==> config.mk <==
export PLATFORM = sky130hd
export DESIGN_NAME = filter_load_cu
export DESIGN_NICKNAME = d
export VERILOG_FILES = /design/src/rtl/filter_pkg.sv /design/src/rtl/register.sv /design/src/rtl/filter_load_cu.sv
export SDC_FILE = /design/constraint.sdc
export NUM_CORES = 1
export LEC_CHECK = 0
export CAP_MARGIN = 20
export CORE_UTILIZATION = 42
export DETAILED_ROUTE_END_ITERATION = 10
export PLACE_DENSITY = 0.77
export SYNTH_ARGS = -nofsm -noshare
export SYNTH_HDL_FRONTEND = slang
export SYNTH_SLANG_ARGS = --single-unit
==> constraint.sdc <==
create_clock -name clk -period 1.35 [get_ports clk]
set_input_delay 0.27 -clock clk [delete_from_list [all_inputs] [get_ports clk]]
set_output_delay 0.27 -clock clk [all_outputs]
set_load 0.02 [all_outputs]
==> src/rtl/filter_pkg.sv <==
// rtl/filter_pkg.sv - shared state encodings and default widths for the filter memory control units
package filter_pkg;

  typedef enum logic [1:0] {
    ST_IDLE = 2'd0,
    ST_LOAD = 2'd1,
    ST_DONE = 2'd2
  } state_t;

  localparam int DEF_DATA_W   = 8;
  localparam int DEF_ADDR_W   = 8;
  localparam int DEF_NUM_COEF = 9;

endpackage

==> src/rtl/register.sv <==
// rtl/register.sv - generic N-bit register with load enable and synchronous active-high reset
module register #(
  parameter int           N       = 1,
  parameter logic [N-1:0] RST_VAL = '0
) (
  input  logic         clk,
  input  logic         rst,
  input  logic         en,
  input  logic [N-1:0] d,
  output logic [N-1:0] q
);

  always_ff @(posedge clk) begin
    if (rst) begin
      q <= RST_VAL;
    end else if (en) begin
      q <= d;
    end
  end

endmodule

==> src/rtl/filter_load_cu.sv <==
// rtl/filter_load_cu.sv - turns a valid/ready coefficient stream into one burst of
// consecutive memory writes per start pulse, with a one-cycle done pulse on the last write
module filter_load_cu
  import filter_pkg::*;
#(
  parameter int DATA_W    = DEF_DATA_W,
  parameter int ADDR_W    = DEF_ADDR_W,
  parameter int NUM_COEF  = DEF_NUM_COEF,
  parameter int BASE_ADDR = 0
) (
  input  logic              clk,
  input  logic              rst,
  input  logic              start,
  input  logic              abort,
  input  logic [DATA_W-1:0] din,
  input  logic              din_valid,
  output logic              din_ready,
  output logic              en,
  output logic              wr,
  output logic [ADDR_W-1:0] addr,
  output logic [DATA_W-1:0] dout,
  output logic              busy,
  output logic              done
);

  localparam int                CNT_W = $clog2(NUM_COEF + 1);
  localparam logic [ADDR_W-1:0] BASE  = ADDR_W'(BASE_ADDR);
  localparam logic [CNT_W-1:0]  LAST  = CNT_W'(NUM_COEF - 1);

  logic [1:0]       state;
  state_t           next_state;
  logic [CNT_W-1:0] count;
  logic             transfer;
  logic             last;

  register #(.N(2), .RST_VAL(ST_IDLE)) u_state_reg (
    .clk (clk),
    .rst (rst),
    .en  (1'b1),
    .d   (next_state),
    .q   (state)
  );

  // abort wins over a pending beat so the aborted cycle never produces a write
  assign din_ready = (state == ST_LOAD) && !abort;
  assign transfer  = din_valid && din_ready;
  assign last      = (count == LAST);

  always_comb begin
    next_state = ST_IDLE;
    case (state)
      ST_IDLE: next_state = start ? ST_LOAD : ST_IDLE;
      ST_LOAD: begin
        if (abort)                 next_state = ST_IDLE;
        else if (transfer && last) next_state = ST_DONE;
        else                       next_state = ST_LOAD;
      end
      ST_DONE: next_state = ST_IDLE;
      default: next_state = ST_IDLE;
    endcase
  end

  always_ff @(posedge clk) begin
    if (rst) begin
      count <= '0;
      addr  <= BASE;
      dout  <= '0;
      en    <= 1'b0;
      wr    <= 1'b0;
      busy  <= 1'b0;
      done  <= 1'b0;
    end else begin
      en   <= transfer;
      wr   <= transfer;
      busy <= (next_state != ST_IDLE);
      done <= (next_state == ST_DONE);
      if (state == ST_IDLE && start) begin
        count <= '0;
        addr  <= BASE;
      end
      if (state == ST_LOAD && abort) begin
        count <= '0;
      end
      if (transfer) begin
        dout  <= din;
        addr  <= BASE + ADDR_W'(count);
        count <= last ? '0 : count + CNT_W'(1);
      end
    end
  end

endmodule

==> impl_metrics.tcl, run 1 <==
set metrics [dict create \
    ff2ff_setup_slack_ps 60 \
    internal-power_mw 0.821 \
    critical_path_class "register to output port" \
    n_antenna_cell 0 \
    finClkSkew_ps 7.67 \
    die_w_um 48.0 \
    grt_usage 0.188 \
    clkLatencyLatePin_ps 310 \
    arrival_ps 1030 \
    io_buffers 29 \
    power.switching_mw 0.270 \
    cts_hold_buf 0 \
    grt_pass1_vias 730 \
    fp.coreArea_um2 1980 \
    use_met3 0.0906 \
    reg2regPathDepth 5 \
    netlist.area_leader.share 0.473 \
    finish.net_count 158 \
    min_to "dout[4]" \
    grt_max_degree 13 \
    required_ps 1080 \
    setup_viol 0 \
    initial_core_util 0.449 \
    top_usage_layer "met2" \
    firstDrtPassIters 2 \
    synth-seq-cells 21 \
    synth_edf_count 0 \
    netlist_area_um2 890 \
    hold-worst-slack_ps 458 \
    overflow 0 \
    dpl-instance-area_um2 1240 \
    layout-drive-gt1-share 0.197 \
    yosys_most_used_dff "dfxtp_1" \
    row_count 16 \
    final_util 0.666 \
    hold_start "dout[4]" \
    final_area_um2 1320 \
    syn2layout_area_growth_pct 48.4 \
    p_per_area_nw_per_um2 826 \
    drv_slew 0 \
    antenna_found_initial 0 \
    gp_congestion 0.771 \
    max-vdd-ir-drop_v 0.000667 \
    die_h_um 48.0 \
    num_vias 841 \
    leakage_nw 0.557 \
    die_area_um2 2310 \
    synthCells 102 \
    cts_tree "yes" \
    outcome "complete, no violations" \
    yosys_warnings 0 \
    cap_violations 0 \
    p_seq_frac 0.583 \
    pin_count 34 \
    met1_usage 0.189 \
    end_kind "output port" \
    cts.path.max_buffers 2 \
    cts-root-buf "clkbuf_4" \
    final-hold-violation-count 0 \
    fillCellCount 172 \
    fin_crit_ps 1300 \
    cts_max_level 1 \
    rsz0062_at_grt "yes" \
    fmax_mhz 770 \
    async_flop_share 0 \
    switching_share 0.248 \
    cts_buffers 3 \
    first_iter_violations 8 \
    total_power_mw 1.09 \
    cts.sinks 21 \
    r2r-end "dout[7]" \
    avgSynthCellArea_um2 8.72 \
    hold_depth 2 \
    synth_top_area_cell "dfxtp_1" \
    cp-start-kind "register" \
    r2r-start "u_state_reg.q[1]" \
    synth_cell_type_count 27 \
    grt_pass1_wl_um 2940 \
    power.share.clock 0.275 \
    clk_pin_slew_ps 120 \
    ys_top_cells_by_area "dfxtp_1 (47%), nand2_1 (7.2%), a21oi_1 (6.2%)" \
    routed_wl_um 1900 \
    wl_per_cell_um 11.3 \
    hp-class "register to register" \
    fin_crit_sh 0.961 \
    crit_fanout 3 \
    post-route-drc-count 0 \
    synth_common_cells "dfxtp_1 (21), nand2_1 (17), a21oi_1 (11)" \
    grt_util_met2 0.319 \
    via_per_inst 4.98 \
    antenna_left 0 \
    yosysMostFrequentCell "dfxtp_1" \
    ys_seq_area_frac 0.473 \
    combPwrFrac 0.142 \
    hpwl_um 1420 \
]
[kinds of logic after synthesis]
group | Yosys count | share of synthesized area
and+or+nand+nor | 36 | 0.225
AOI/OAI and AO/OA | 24 | 0.160
DFF | 21 | 0.473
buffers and inverters | 18 | 0.110
adders and majority gates | 2 | 0.0281
other | 1 | 0.00422
[state kept, by name, summed over array words and instances (netlist names)]
name,cells
addr,4
u_state_reg.q,2
count,4
dout,8
busy,1
done,1
wr,1
[critical path: stages (launching register included)]
cell	delay, ps
dfxtp_2	360
nor3b_4	210
buf_6	150
[timing repair]
item | 4_1_cts | 5_1_grt
pin swaps | 2 | 4
setup buffers | 0 | 3
endpoints found under the setup margin | 20 | 6
endpoints found under the hold margin | 0 | 0
gates resized for setup | 24 | 10
[cell type report]
class	count	area [µm²]	area share
Clock buffer	3	22.5	0.0171
Clock inverter	1	5.00	0.00379
Inverter	8	30.0	0.0227
Multi-Input combinational cell	66	422	0.319
Sequential cell	21	425	0.322
Tap cell	27	33.8	0.0256
Timing Repair Buffer	43	382	0.289
[per-layer routing]
layer	up-vias	share of wire	wire [µm]
li1	421	-	-
met1	386	0.41	771
met2	29	0.50	945
met3	5	0.077	147
met4	0	0.020	38
met5	-	0	0
[power groups by stage]
| stage | Sequential (mW) | Clock (mW) | Combinational [mW] |
|---|---|---|---|
| detailed placement | 0.650 | 0 | 0.152 |
| CTS | 0.635 | 0.313 | 0.151 |
| floorplan | 0.661 | 0 | 0.0633 |
| global route | 0.638 | 0.339 | 0.169 |
| global placement | 0.649 | 0 | 0.150 |
| finish | 0.636 | 0.300 | 0.155 |
[metrics by stage]
step	std cells	setup slack, ps	setup TNS, ps
6_report	169	52.1	0
5_1_grt	169	-42.9	-59.2
3_3_place_gp	162	-493	-5100
4_1_cts	166	1.05	0
2_1_floorplan	105	108	0
3_5_place_dp	162	-516	-5710
[how the worst max path moves through the flow]
stage | startpoint | to | slack (ps)
global placement | abort | din_ready | -490
CTS | u_state_reg.q[1] | din_ready | 1
detailed placement | abort | din_ready | -520
finish | u_state_reg.q[1] | din_ready | 50
floorplan | u_state_reg.q[1] | u_state_reg.q[0] | 110
global route | count[0] | u_state_reg.q[0] | -40
[placed cells by master, fill, tap and decap left out, types with 2 or more instances in the layout]
| cell type | Yosys | routed |
|---|---|---|
| nand2b_1 | 3 | 3 |
| inv_1 | 8 | 8 |
| ha_1 | 2 | 2 |
| nor4_2 | 0 | 2 |
| o21ai_0 | 5 | 5 |
| nand3_1 | 2 | 2 |
| clkdlybuf4s50_1 | 0 | 10 |
| a21oi_1 | 11 | 11 |
| dlygate4sd2_1 | 0 | 17 |
| nand4_1 | 2 | 2 |
| nand2_1 | 17 | 17 |
| clkbuf_4 | 0 | 3 |
| or3_1 | 2 | 2 |
| buf_4 | 6 | 13 |
| nand3b_1 | 2 | 2 |
| dfxtp_2 | 0 | 4 |
| a31oi_1 | 2 | 2 |
| buf_6 | 1 | 2 |
| dfxtp_1 | 21 | 17 |
| o32ai_1 | 3 | 3 |
| conb_1 | 1 | 4 |
(Power assumes the default switching activity.)
==> inputs of run 2 (changes only) <==
Settings changed: CORE_UTILIZATION 42 to 44, CTS_BUF_LIST from default to sky130_fd_sc_hd__clkbuf_4 sky130_fd_sc_hd__clkbuf_8, PLACE_DENSITY 0.77 to 0.8.
==> run 2 against run 1 <==
  * Clock skew is 5.5 ps lower
  * Total power grew 2.6%
  * Non-clock buffer count is 1 lower
  * Largest cell class unchanged
  * Final cell count is 1.8% lower
  * Die area is 4.3% lower
  * First-iteration DRC count grew to 4.1 times the previous value
  * Setup slack worse by 22 ps
  * Sequential power about the same
==> impl_metrics.tcl, run 2 (synthesized netlist as in run 1, its figures left out) <==
set metrics [dict create \
    cap_violations 0 \
    via_per_inst 5.22 \
    cts_buffers 3 \
    cts_tree "yes" \
    crit_fanout 4 \
    fin_crit_sh 0.977 \
    crit_buf_inv 2 \
    largest_register_ffs 8 \
    p_per_area_nw_per_um2 853 \
    r2r-end "count[3]" \
    regMostFlops "dout" \
    r2r-start "count[0]" \
    cpPeakStageDelay_ps 360 \
    arrival_ps 1550 \
    pin_count 34 \
    firstDrtPassIters 4 \
    initial_core_util 0.494 \
    dr_wl_met3_um 67 \
    required_ps 1590 \
    leakage_nw 0.554 \
    fp.coreArea_um2 1800 \
    post-route-drc-count 0 \
    cp-start-kind "register" \
    wl_per_cell_um 12.9 \
    max-vdd-ir-drop_v 0.000651 \
    cp_slowest_cell "dfxtp_2" \
    hpwl_um 1570 \
    reg_top3 "dout x8, addr x4, count x4" \
    regArea_um2 425 \
    overflow 0 \
    dr_wl_met2_um 1070 \
    cp_cell_sequence "inv_1 > ha_1 > nand3b_1 > buf_4 > nand4_1 > a31oi_1" \
    hp-class "register to register" \
    place_inst 161 \
    min_to "dout[3]" \
    ff2ff_setup_slack_ps 30 \
    outcome "complete, no violations" \
    num_vias 866 \
    multi_input_area_um2 420 \
    finish.net_count 157 \
    grt_max_degree 13 \
    clk_pin_slew_ps 110 \
    fmax_mhz 758 \
    hold_depth 2 \
    die_h_um 47.0 \
    end_kind "register" \
    io_buffers 29 \
    syn2layout_area_growth_pct 47.4 \
    wl_met1_um 966 \
    cts.path.max_buffers 2 \
    die_w_um 47.0 \
    grt_pass1_vias 713 \
    row_count 15 \
    clkLatencyLatePin_ps 300 \
    fillCellCount 149 \
    hold_start "dout[3]" \
    cts-root-buf "clkbuf_4" \
    critical_path_class "register to register" \
    fin_crit_ps 1320 \
    finClkSkew_ps 2.19 \
    first_iter_violations 33 \
    final_util 0.728 \
    final_cells 166 \
    gp_congestion 0.834 \
    n_antenna_cell 0 \
    antenna_found_initial 0 \
    layout_common_cells "nand2_1 (17), dfxtp_1 (17), dlygate4sd2_1 (17)" \
    grt_usage 0.230 \
    drv_slew 0 \
    grt_pass1_wl_um 3420 \
    routed_wl_um 2150 \
    reg2regPathDepth 6 \
    cp_top_family "flip-flops" \
    rsz0062_at_grt "yes" \
    setup_viol 0 \
    die_area_um2 2210 \
    cts_max_level 1 \
    cts.sinks 21 \
    antenna_left 0 \
    layout-drive-gt1-share 0.191 \
    route.top_layer_used "met4" \
    final-hold-violation-count 0 \
]
## run 2: changes by cell type in the layout (fill, tap and decap cells not counted)
| cell | delta |
|---|---|
| buf_4 | -1 |
| nor4_2 | -1 |
| clkinv_2 | -1 |
| or3_4 | +1 |
| clkbuf_4 | +1 |
| nor4_1 | +1 |
| or3_1 | -1 |
## run 2: metrics by stage
step           hold slack, ps  worst slack [ps]  setup TNS (ps)  power (mW)  cell area, µm²
6_report                  459              30.5               0        1.12            1310
5_1_grt                   479             -49.9           -84.1        1.16            1310
4_1_cts                   462              29.7               0        1.11            1280
3_5_place_dp              448              -494           -5730       0.805            1240
3_3_place_gp              443              -444           -5090       0.800            1240
2_1_floorplan             406               108               0       0.724             901
## run 2: repair_timing
action	in CTS	in global routing
pin swaps	3	5
buffers inserted	1	0
hold buffers	0	0
resized for setup	25	9
endpoints found under the setup margin	22	13
## run 2: area by class of cell
cell class                      count  share of cell area
Inverter                            8              0.0229
Timing Repair Buffer               42               0.285
Multi-Input combinational cell     66               0.321
Clock buffer                        4              0.0229
Sequential cell                    21               0.324
Tap cell                           25              0.0239
## run 2: metal layers
layer / GRT usage / vias to the layer above
met5: 0 / -
met2: 0.386 / 27
li1: - / 424
met1: 0.292 / 408
met3: 0.0462 / 7
met4: 0.0857 / 0
## run 2: worst min-delay path, delay by kind of cell, from the launching register on
kind / cells / cell delay [ps]
and+or+nand+nor: 1 / 50
DFF: 1 / 320
AOI/OAI and AO/OA: 1 / 50
## run 2: how the worst max path moves through the flow
stage                           startpoint  slack [ps]               end  cells after the start
after floorplan           u_state_reg.q[1]         110  u_state_reg.q[0]                      4
after global placement               abort        -440         din_ready                      3
after detailed placement             abort        -490         din_ready                      3
after CTS                         count[1]          30          count[3]                      6
after global routing              count[0]         -50          count[3]                      6
final                             count[0]          30          count[3]                      6
## run 2: where the power goes
| group | internal [mW] | leakage (nW) | switching, mW |
|---|---|---|---|
| clock | 0.135 | 0.0184 | 0.190 |
| sequential | 0.631 | 0.172 | 0.00497 |
| combinational | 0.0795 | 0.364 | 0.0781 |
| total | 0.846 | 0.554 | 0.273 |
